File: src/rtl/hi_lo_muldiv_unit.sv
// HI/LO multiply/divide unit: sequential radix-2 MULT/MULTU/DIV/DIVU over 33 cycles,
// plus single-cycle MTHI/MTLO writes and combinational MFHI/MFLO read-out.
module hi_lo_muldiv_unit (
    input  logic        clk,
    input  logic        reset,
    input  logic        start,
    input  logic [5:0]  funct,
    input  logic [31:0] operand_a,
    input  logic [31:0] operand_b,
    input  logic        read_request,
    output logic        busy,
    output logic        stall,
    output logic [31:0] read_data,
    output logic [31:0] hi,
    output logic [31:0] lo
);

    localparam logic [5:0] F_MFHI  = 6'b010000;
    localparam logic [5:0] F_MTHI  = 6'b010001;
    localparam logic [5:0] F_MFLO  = 6'b010010;
    localparam logic [5:0] F_MTLO  = 6'b010011;
    localparam logic [5:0] F_MULT  = 6'b011000;
    localparam logic [5:0] F_MULTU = 6'b011001;
    localparam logic [5:0] F_DIV   = 6'b011010;
    localparam logic [5:0] F_DIVU  = 6'b011011;

    typedef enum logic [1:0] {IDLE, RUN, FINISH} state_t;

    state_t      state, state_next;
    logic [4:0]  count;
    logic        op_div, neg_lo, neg_hi;
    logic [31:0] divisor, acc_hi, acc_lo;

    logic        is_mul, is_div, is_signed, is_mthi, is_mtlo;
    logic        accept_long, accept_move;
    logic        a_neg, b_neg;
    logic [31:0] mag_a, mag_b;
    logic [32:0] mul_sum, div_shift, div_diff;
    logic [31:0] iter_hi, iter_lo;
    logic [63:0] product_fixed;
    logic [31:0] result_hi, result_lo;

    always_comb begin
        is_mul      = (funct == F_MULT) || (funct == F_MULTU);
        is_div      = (funct == F_DIV)  || (funct == F_DIVU);
        is_signed   = (funct == F_MULT) || (funct == F_DIV);
        is_mthi     = (funct == F_MTHI);
        is_mtlo     = (funct == F_MTLO);
        accept_long = start && (state == IDLE) && (is_mul || is_div);
        accept_move = start && (state == IDLE) && (is_mthi || is_mtlo);
        a_neg       = is_signed && operand_a[31];
        b_neg       = is_signed && operand_b[31];
        mag_a       = a_neg ? -operand_a : operand_a;
        mag_b       = b_neg ? -operand_b : operand_b;
    end

    // One iteration step; divide keeps the partial remainder in acc_hi and
    // shifts the dividend out of acc_lo while quotient bits shift in.
    always_comb begin
        mul_sum   = {1'b0, acc_hi} + {1'b0, divisor};
        div_shift = {acc_hi, acc_lo[31]};
        div_diff  = div_shift - {1'b0, divisor};
        if (op_div) begin
            if (!div_diff[32]) begin
                iter_hi = div_diff[31:0];
                iter_lo = {acc_lo[30:0], 1'b1};
            end else begin
                iter_hi = div_shift[31:0];
                iter_lo = {acc_lo[30:0], 1'b0};
            end
        end else if (acc_lo[0]) begin
            iter_hi = mul_sum[32:1];
            iter_lo = {mul_sum[0], acc_lo[31:1]};
        end else begin
            iter_hi = {1'b0, acc_hi[31:1]};
            iter_lo = {acc_hi[0], acc_lo[31:1]};
        end
    end

    always_comb begin
        product_fixed = neg_lo ? -{acc_hi, acc_lo} : {acc_hi, acc_lo};
        if (op_div) begin
            result_hi = neg_hi ? -acc_hi : acc_hi;
            result_lo = neg_lo ? -acc_lo : acc_lo;
        end else begin
            result_hi = product_fixed[63:32];
            result_lo = product_fixed[31:0];
        end
    end

    always_comb begin
        state_next = state;
        case (state)
            IDLE:    if (accept_long) state_next = RUN;
            RUN:     if (count == 5'd31) state_next = FINISH;
            FINISH:  state_next = IDLE;
            default: state_next = IDLE;
        endcase
    end

    always_ff @(posedge clk) begin
        if (reset) state <= IDLE;
        else       state <= state_next;
    end

    // A zero divisor leaves the quotient unsigned (all ones) and restores the
    // dividend's sign on the remainder, so hi ends up equal to operand_a.
    always_ff @(posedge clk) begin
        if (reset) begin
            count   <= 5'd0;
            hi      <= 32'd0;
            lo      <= 32'd0;
            acc_hi  <= 32'd0;
            acc_lo  <= 32'd0;
            divisor <= 32'd0;
            op_div  <= 1'b0;
            neg_lo  <= 1'b0;
            neg_hi  <= 1'b0;
        end else begin
            case (state)
                IDLE: begin
                    if (accept_long) begin
                        acc_hi  <= 32'd0;
                        acc_lo  <= mag_a;
                        divisor <= mag_b;
                        op_div  <= is_div;
                        neg_lo  <= is_mul ? (a_neg ^ b_neg) : ((a_neg ^ b_neg) && (operand_b != 32'd0));
                        neg_hi  <= is_mul ? (a_neg ^ b_neg) : a_neg;
                        count   <= 5'd0;
                    end else if (accept_move) begin
                        if (is_mthi) hi <= operand_a;
                        else         lo <= operand_a;
                    end
                end
                RUN: begin
                    count  <= count + 5'd1;
                    acc_hi <= iter_hi;
                    acc_lo <= iter_lo;
                end
                FINISH: begin
                    hi    <= result_hi;
                    lo    <= result_lo;
                    count <= 5'd0;
                end
                default: count <= 5'd0;
            endcase
        end
    end

    always_comb begin
        busy  = (state != IDLE);
        stall = busy && (start || read_request);
        if (funct == F_MFHI)      read_data = hi;
        else if (funct == F_MFLO) read_data = lo;
        else                      read_data = 32'd0;
    end

endmodule

File: config.mk
export PLATFORM = sky130hd
export DESIGN_NAME = hi_lo_muldiv_unit
export DESIGN_NICKNAME = d
export VERILOG_FILES = /design/src/rtl/hi_lo_muldiv_unit.sv
export SDC_FILE = /design/constraint.sdc
export NUM_CORES = 1
export LEC_CHECK = 0
export CORE_MARGIN = 2
export CORE_UTILIZATION = 25
export CTS_CLUSTER_SIZE = 12
export DETAILED_ROUTE_END_ITERATION = 12
export GPL_TIMING_DRIVEN = 0
export HOLD_SLACK_MARGIN = 0.08
export PLACE_DENSITY = 0.45
export SLEW_MARGIN = 30
export SYNTH_ARGS = -nofsm -noshare
export SYNTH_HDL_FRONTEND = slang
export SYNTH_SLANG_ARGS = --single-unit
File: constraint.sdc
create_clock -name clk -period 4.2 [get_ports clk]
set_clock_uncertainty 0.2 [all_clocks]
set_input_delay 0.42 -clock clk [delete_from_list [all_inputs] [get_ports clk]]
set_output_delay 0.42 -clock clk [all_outputs]
set_load 0.01 [all_outputs]
# Yosys cells after proc, flatten, opt, wreduce, memory -nomap -nowiden
# Cells that the tools add are included.
# word_totals
register_bits	170
inputBits	74
out_inout_bits	98
elab_cells	93
# op_classes
addsub	8
eq_ne	17
mux	34
n_bitwise	1
n_reduce_logical	23
# op_table
cell	count
32-bit 2-to-1 mux	21
32-bit one-hot mux with 2 select lines	4
32-bit negator	4
64-bit 2-to-1 mux	1
64-bit negator	1
6-bit by 5-bit == test with 1-bit output, second input constant	8
32-bit by 32-bit adder with 33-bit output	1
33-bit by 32-bit subtractor with 33-bit output	1
32-bit nonzero test	1
2-bit inequality test, second input constant	6
5-bit one-hot mux with 2 select lines	1
4-bit AND reduction	2
1-bit logical AND	7
1-bit logical OR	6
2-bit AND reduction	3
2-bit nonzero test	3
5-bit by 1-bit adder with 5-bit output, second input constant	1
5-bit == test, second input constant	1
5-bit 2-to-1 mux	1
2-bit 2-to-1 mux	2
2-bit one-hot mux with 2 select lines	1
1-bit 2-to-1 mux	3
2-bit by 1-bit == test with 1-bit output, second input constant	1
2-bit == test, second input constant	1
2 further kinds	2

# Depth between registers and ports, before layout
# logic_depth
word_depth	6
depth_mapped	13

# Worst setup path before layout
# OpenSTA, ideal clock, no wires.
# synth_timing
path_kind	reg-to-reg
from	register acc_hi[0]
to	register acc_hi[10]
setup_time_ns	0.117
t_arrival_ns	2.812
setup_slack_ns	1.071
stages_incl_launch_ff	13
n_path_buf	2
period_less_slack_ns	3.129
path_cell_list	dfxtp_1 clkbuf_1 inv_1 fa_1 nand2b_1 a21oi_1 o21ai_2 a21oi_1 a41oi_2 xor2_1 buf_2 o211ai_1 a32o_1
# synth_via
elab_chain_len	4
elab_cells_between_ends	6
cone_classes	2 x add/sub; 4 x mux
# synth_rtl
element	line_no	rtl
start: declaration	32	logic [31:0] divisor, acc_hi, acc_lo;
start signal: assignment	137	acc_hi <= iter_hi;
33-bit by 32-bit subtractor with 33-bit output or 32-bit by 32-bit adder with 33-bit output (tied branches)	62, 60	
32-bit 2-to-1 mux, on equally long branches	64, 71	
32-bit 2-to-1 mux (*)	63	if (op_div) begin
32-bit one-hot mux with 2 select lines (*)	120	case (state)
# Every way passes the cells marked *; elsewhere a longest branch is shown, timed or not.
# A chain may end at the register's enable or synchronous reset.

# Worst setup path in the final report
# layout_timing
from	register acc_lo[31]
to	register acc_hi[25]
# layout_via
elab_chain_len	4
# layout_rtl
element	line_no	rtl
start: declaration	32	
start signal: assignment	124	acc_lo <= mag_a;
start signal: assignment	138	acc_lo <= iter_lo;
33-bit by 32-bit subtractor with 33-bit output	62	div_diff = div_shift - {1'b0, divisor};
32-bit 2-to-1 mux	64	if (!div_diff[32]) begin
32-bit 2-to-1 mux	63	
32-bit one-hot mux with 2 select lines	120	
# No other way between the ends.

==> results.txt <==
After the first detailed-routing iteration, the DRC count stood at 1220. The ratio of final minimum period to clock period is 0.977. The first global-routing pass estimated 95.1 mm of wire.

The signed area change from the synthesized netlist to the final layout is 22.4%. The worst slew margin relative to its limit is 0.317. The slack of the worst reg-to-reg path is 0.1 ns. The fraction of the mapped netlist area in compound gates is 0.284. The count of unique library cells instantiated by Yosys came out at 81. The die area came out at 0.0609 mm². Hold is met by 0.248 ns. The run finished with clean final reports. In this run the static leakage power is 6.82 nW. The sequential area share after synthesis is 0.231. The critical path data arrival time came out at 4.28 ns.

The average size of a mapped cell is 7.42 µm². The number of cells on the worst reg-to-reg path came out at 13. The power per cell area is 235 mW/mm². The insertion delay to the later sink of the worst-skew pair is 0.50 ns.

The half-perimeter wire length after placement is 50.9 mm. The number of slew-limit violations in the final report is 0. Clock tree synthesis selected as its root buffer the cell sky130_fd_sc_hd__clkbuf_16. The minimum setup slack after placement is -0.374 ns. The total overflow reported by the global router came out at 0. After synthesis the netlist holds a flip-flop and latch count of 170. The number of remaining DRC errors is 0. IR analysis of the VDD net gives a maximum drop of 322 µV. The transition time of the tightest slew-check pin is 1.02 ns. The number of global-route vias before repair came out at 15.1k. The clock-pin slew reported for the worst setup and hold paths after clock tree synthesis came out at 0.08 ns. The startpoint identified for the worst hold timing path is operand_a[31]. The startpoint of the worst register-to-register path is acc_lo[31]. The number of cell rows came out at 89. The via count is 15.8k.

The fraction of registers with async set/reset is 0. The fraction of final layout cells sized beyond drive strength 1 came out at 0.0439. Counting instances, the worst hold path has a depth of 3.

The largest net degree at the start of global routing came out at 17. The adder-cell area share of the yosys netlist came out at 0.0621. The signal on the critical path passes through inv_1 -> ha_1 -> fa_1 -> nand2b_1 -> a21oi_1 -> o21ai_2 -> a21oi_2 -> a41oi_4 -> xnor2_2 -> clkbuf_4 -> nand2_2 -> nor2_1 -> o31ai_1.

The first TritonRoute pass finished after 5 iterations. At the end of routability-driven placement, the weighted congestion stood at 0.926. The starting density of the core is 0.251. In the global route stage, overall resource usage came out at 0.207.

The post-synthesis simple-gate area fraction came out at 0.200. Setup repair after global routing left no endpoint under its margin. The number of flops mapped to enable cells by yosys is 0. The y dimension of the die came out at 247 µm. The maximum achievable frequency came out at 244 MHz. Summing every instance area after synthesis gives 0.0147 mm².

The final setup violation count is 0. The mux cell area share after synthesis is 0.0709. The cell count after synthesis came out at 1987. The final count of hold timing violations came out at 0.

The max capacitance violation total came out at 0. The boundary pin count is 172. The final worst setup slack is 0.0984 ns.

In the synthesized netlist the dominant register cell turns out to be sky130_fd_sc_hd__dfxtp_1. In this run the critical register-to-register path is captured at acc_hi[25]. TritonCTS created 17 clock buffers. Fill cells in the final layout number 6415. TritonCTS built the clock tree. The clock sink total came out at 170. The worst setup path is launched from a register. The count of buffers from port buffering is 167. Measured along the x axis, the die boundary spans 247 µm. The largest individual stage delay along the critical path comes from the cell sky130_fd_sc_hd__dfxtp_1. The data required time at the worst endpoint came out at 4.38 ns.

The share of the synthesized netlist area taken by xor and xnor gates is 0.0962. Of all nets on the critical path, the largest fanout is 10. The category of the worst setup path capture point is a register.

The worst hold path terminates at acc_lo[31]. Once detail routing completed, the nets flagged for antenna violations numbered 0. The finished cells cover 0.0181 mm².

The number of H-tree levels is 4. The clock tree buffer depth came out at 2. The post-place instance area is 0.0174 mm².

Wires add up to 63.8 mm. The vias per cell is 5.33. The min-delay analysis places its worst path in the category in2reg. The net count of the finished layout is 2318.

The routed wire length per instance is 21.6 µm. The region available for standard cell placement spans 0.0587 mm². Yosys printed 0 warnings. The final critical path time including I/O delays and setup is 4.10 ns. By startpoint and endpoint, the worst setup path is classified as reg2reg. The total nets after synthesis came out at 2133. The repair_antennas step left the layout with diodes totalling 0. The number of antenna violations at the first check in global routing came out at 1. The worst stage delay on the critical path came out at 0.47 ns.

After synthesis, the largest family of logic cells by area is compound AO/OA/AOI/OAI gates. The sum of negative setup slack is 0 ns.
## per-stage QoR
step / power (mW) / std cells / util
after global routing: 4.40 / 2958 / 0.308
after global placement: 2.53 / 2927 / 0.296
final: 4.24 / 2958 / 0.308
after floorplan: 2.18 / 1987 / -
after detailed placement: 2.53 / 2927 / 0.296
after CTS: 4.25 / 2958 / 0.307
## cells by family after synthesis
group	count (synthesis)
AOI/OAI and AO/OA	632
xor gates and xnor gates	162
adders and majority gates	72
buffers and inverters	210
DFF	170
muxes	104
and+or+nand+nor	637
## how the worst max path moves through the flow
stage	startpoint	end	slack, ns	cells past startpoint
CTS	acc_hi[0]	acc_hi[26]	0.02	13
global placement	funct[5]	acc_lo[13]	-0.35	11
detailed placement	acc_hi[0]	acc_hi[26]	-0.37	13
finish	acc_lo[31]	acc_hi[25]	0.1	13
global route	acc_lo[31]	acc_hi[29]	0.03	13
floorplan	acc_hi[0]	acc_hi[10]	1.07	12
## flip-flops by register name, indices dropped and copies added, names as in the netlist
signal,flops
acc_hi,32
acc_lo,32
divisor,32
hi,32
lo,32
count,5
state,2
neg_hi,1
neg_lo,1
op_div,1
## power by group
part / switching, mW / leakage (nW) / internal [mW] / total [mW]
Combinational: 0.545 / 5.15 / 0.310 / 0.855
Clock: 0.828 / 0.290 / 0.890 / 1.72
Sequential: 0.0327 / 1.37 / 1.63 / 1.67
## cells in the mapped netlist, types with 12 or more instances
library cell	number	area (µm²)
sky130_fd_sc_hd__or3_1	22	138
sky130_fd_sc_hd__a211oi_1	139	1040
sky130_fd_sc_hd__o22ai_1	15	93.8
sky130_fd_sc_hd__a21oi_1	179	896
sky130_fd_sc_hd__nor3_1	30	150
sky130_fd_sc_hd__ha_1	70	876
sky130_fd_sc_hd__nand2b_1	17	106
sky130_fd_sc_hd__nand4_1	16	100
sky130_fd_sc_hd__o211ai_1	16	120
sky130_fd_sc_hd__nor4_1	19	119
sky130_fd_sc_hd__or2_2	12	75.1
sky130_fd_sc_hd__nand3_1	25	125
sky130_fd_sc_hd__nor2_1	279	1050
sky130_fd_sc_hd__clkbuf_1	126	473
sky130_fd_sc_hd__a31oi_1	18	113
sky130_fd_sc_hd__a21o_1	29	218
sky130_fd_sc_hd__o21ai_0	99	495
sky130_fd_sc_hd__dfxtp_1	170	3400
sky130_fd_sc_hd__xnor2_1	68	596
sky130_fd_sc_hd__nand2_1	151	567
sky130_fd_sc_hd__o31ai_1	31	233
sky130_fd_sc_hd__buf_2	13	65.1
sky130_fd_sc_hd__xor2_1	94	823
sky130_fd_sc_hd__inv_1	58	218
sky130_fd_sc_hd__mux2i_1	101	1010
sky130_fd_sc_hd__nor2b_1	15	93.8
## cell usage in the layout (no fill, tap or decap), drive strengths merged, types with 4 or more instances in the layout
cell type,n
o21a,4
a311oi,11
and2,11
clkbuf,144
buf,25
ha,70
o22ai,15
a22o,10
mux2i,101
nor4,21
or4,9
a21oi,179
xnor2,68
nand2b,17
nor2b,15
and3,7
nand3,25
a31oi,18
a211o,8
or3,23
or2,12
clkdlybuf4s50,167
a211oi,139
a2111oi,4
nor4b,4
inv,64
clkinv,4
dfxtp,170
nor3,30
a21o,29
xor2,94
o21ai,105
nor2,280
nand2,152
a32o,8
nand4,16
o21bai,7
o41ai,14
o31ai,31
o211ai,16
## critical path, delay by kind of cell (launching register included)
| family | cells | cell delay, ns |
|---|---|---|
| AOI/OAI and AO/OA | 5 | 1.09 |
| and+or+nand+nor | 3 | 0.78 |
| adders and majority gates | 2 | 0.71 |
| DFF | 1 | 0.47 |
| buffers and inverters | 2 | 0.47 |
| xor gates and xnor gates | 1 | 0.24 |
## cell type report
class	instances	area, µm²	share of cell area
buffer	151	614	0.0340
clock buffer	18	429	0.0238
clock inverter	14	158	0.00873
inverter	58	221	0.0123
multi-input combinational	1607	10600	0.587
sequential	170	3400	0.189
tap	773	967	0.0536
timing repair buffer	167	1670	0.0926
## metal layers
metal	vias to the layer above	GRT usage	wire length [µm]
li1	7595	-	-
met1	7571	0.279	29300
met2	529	0.342	29600
met3	75	0.0309	3630
met4	0	0.0567	1320
met5	-	0	0
## repair_timing
| action | CTS | global route |
|---|---|---|
| gates resized for setup | 6 | 10 |
| pin swaps | 0 | 0 |
| setup endpoints to repair | 31 | 18 |
| hold buffers | 0 | 0 |
| setup buffers | 0 | 0 |
| cloned | 0 | 0 |
Note: power is estimated with default switching activity, not from simulation.
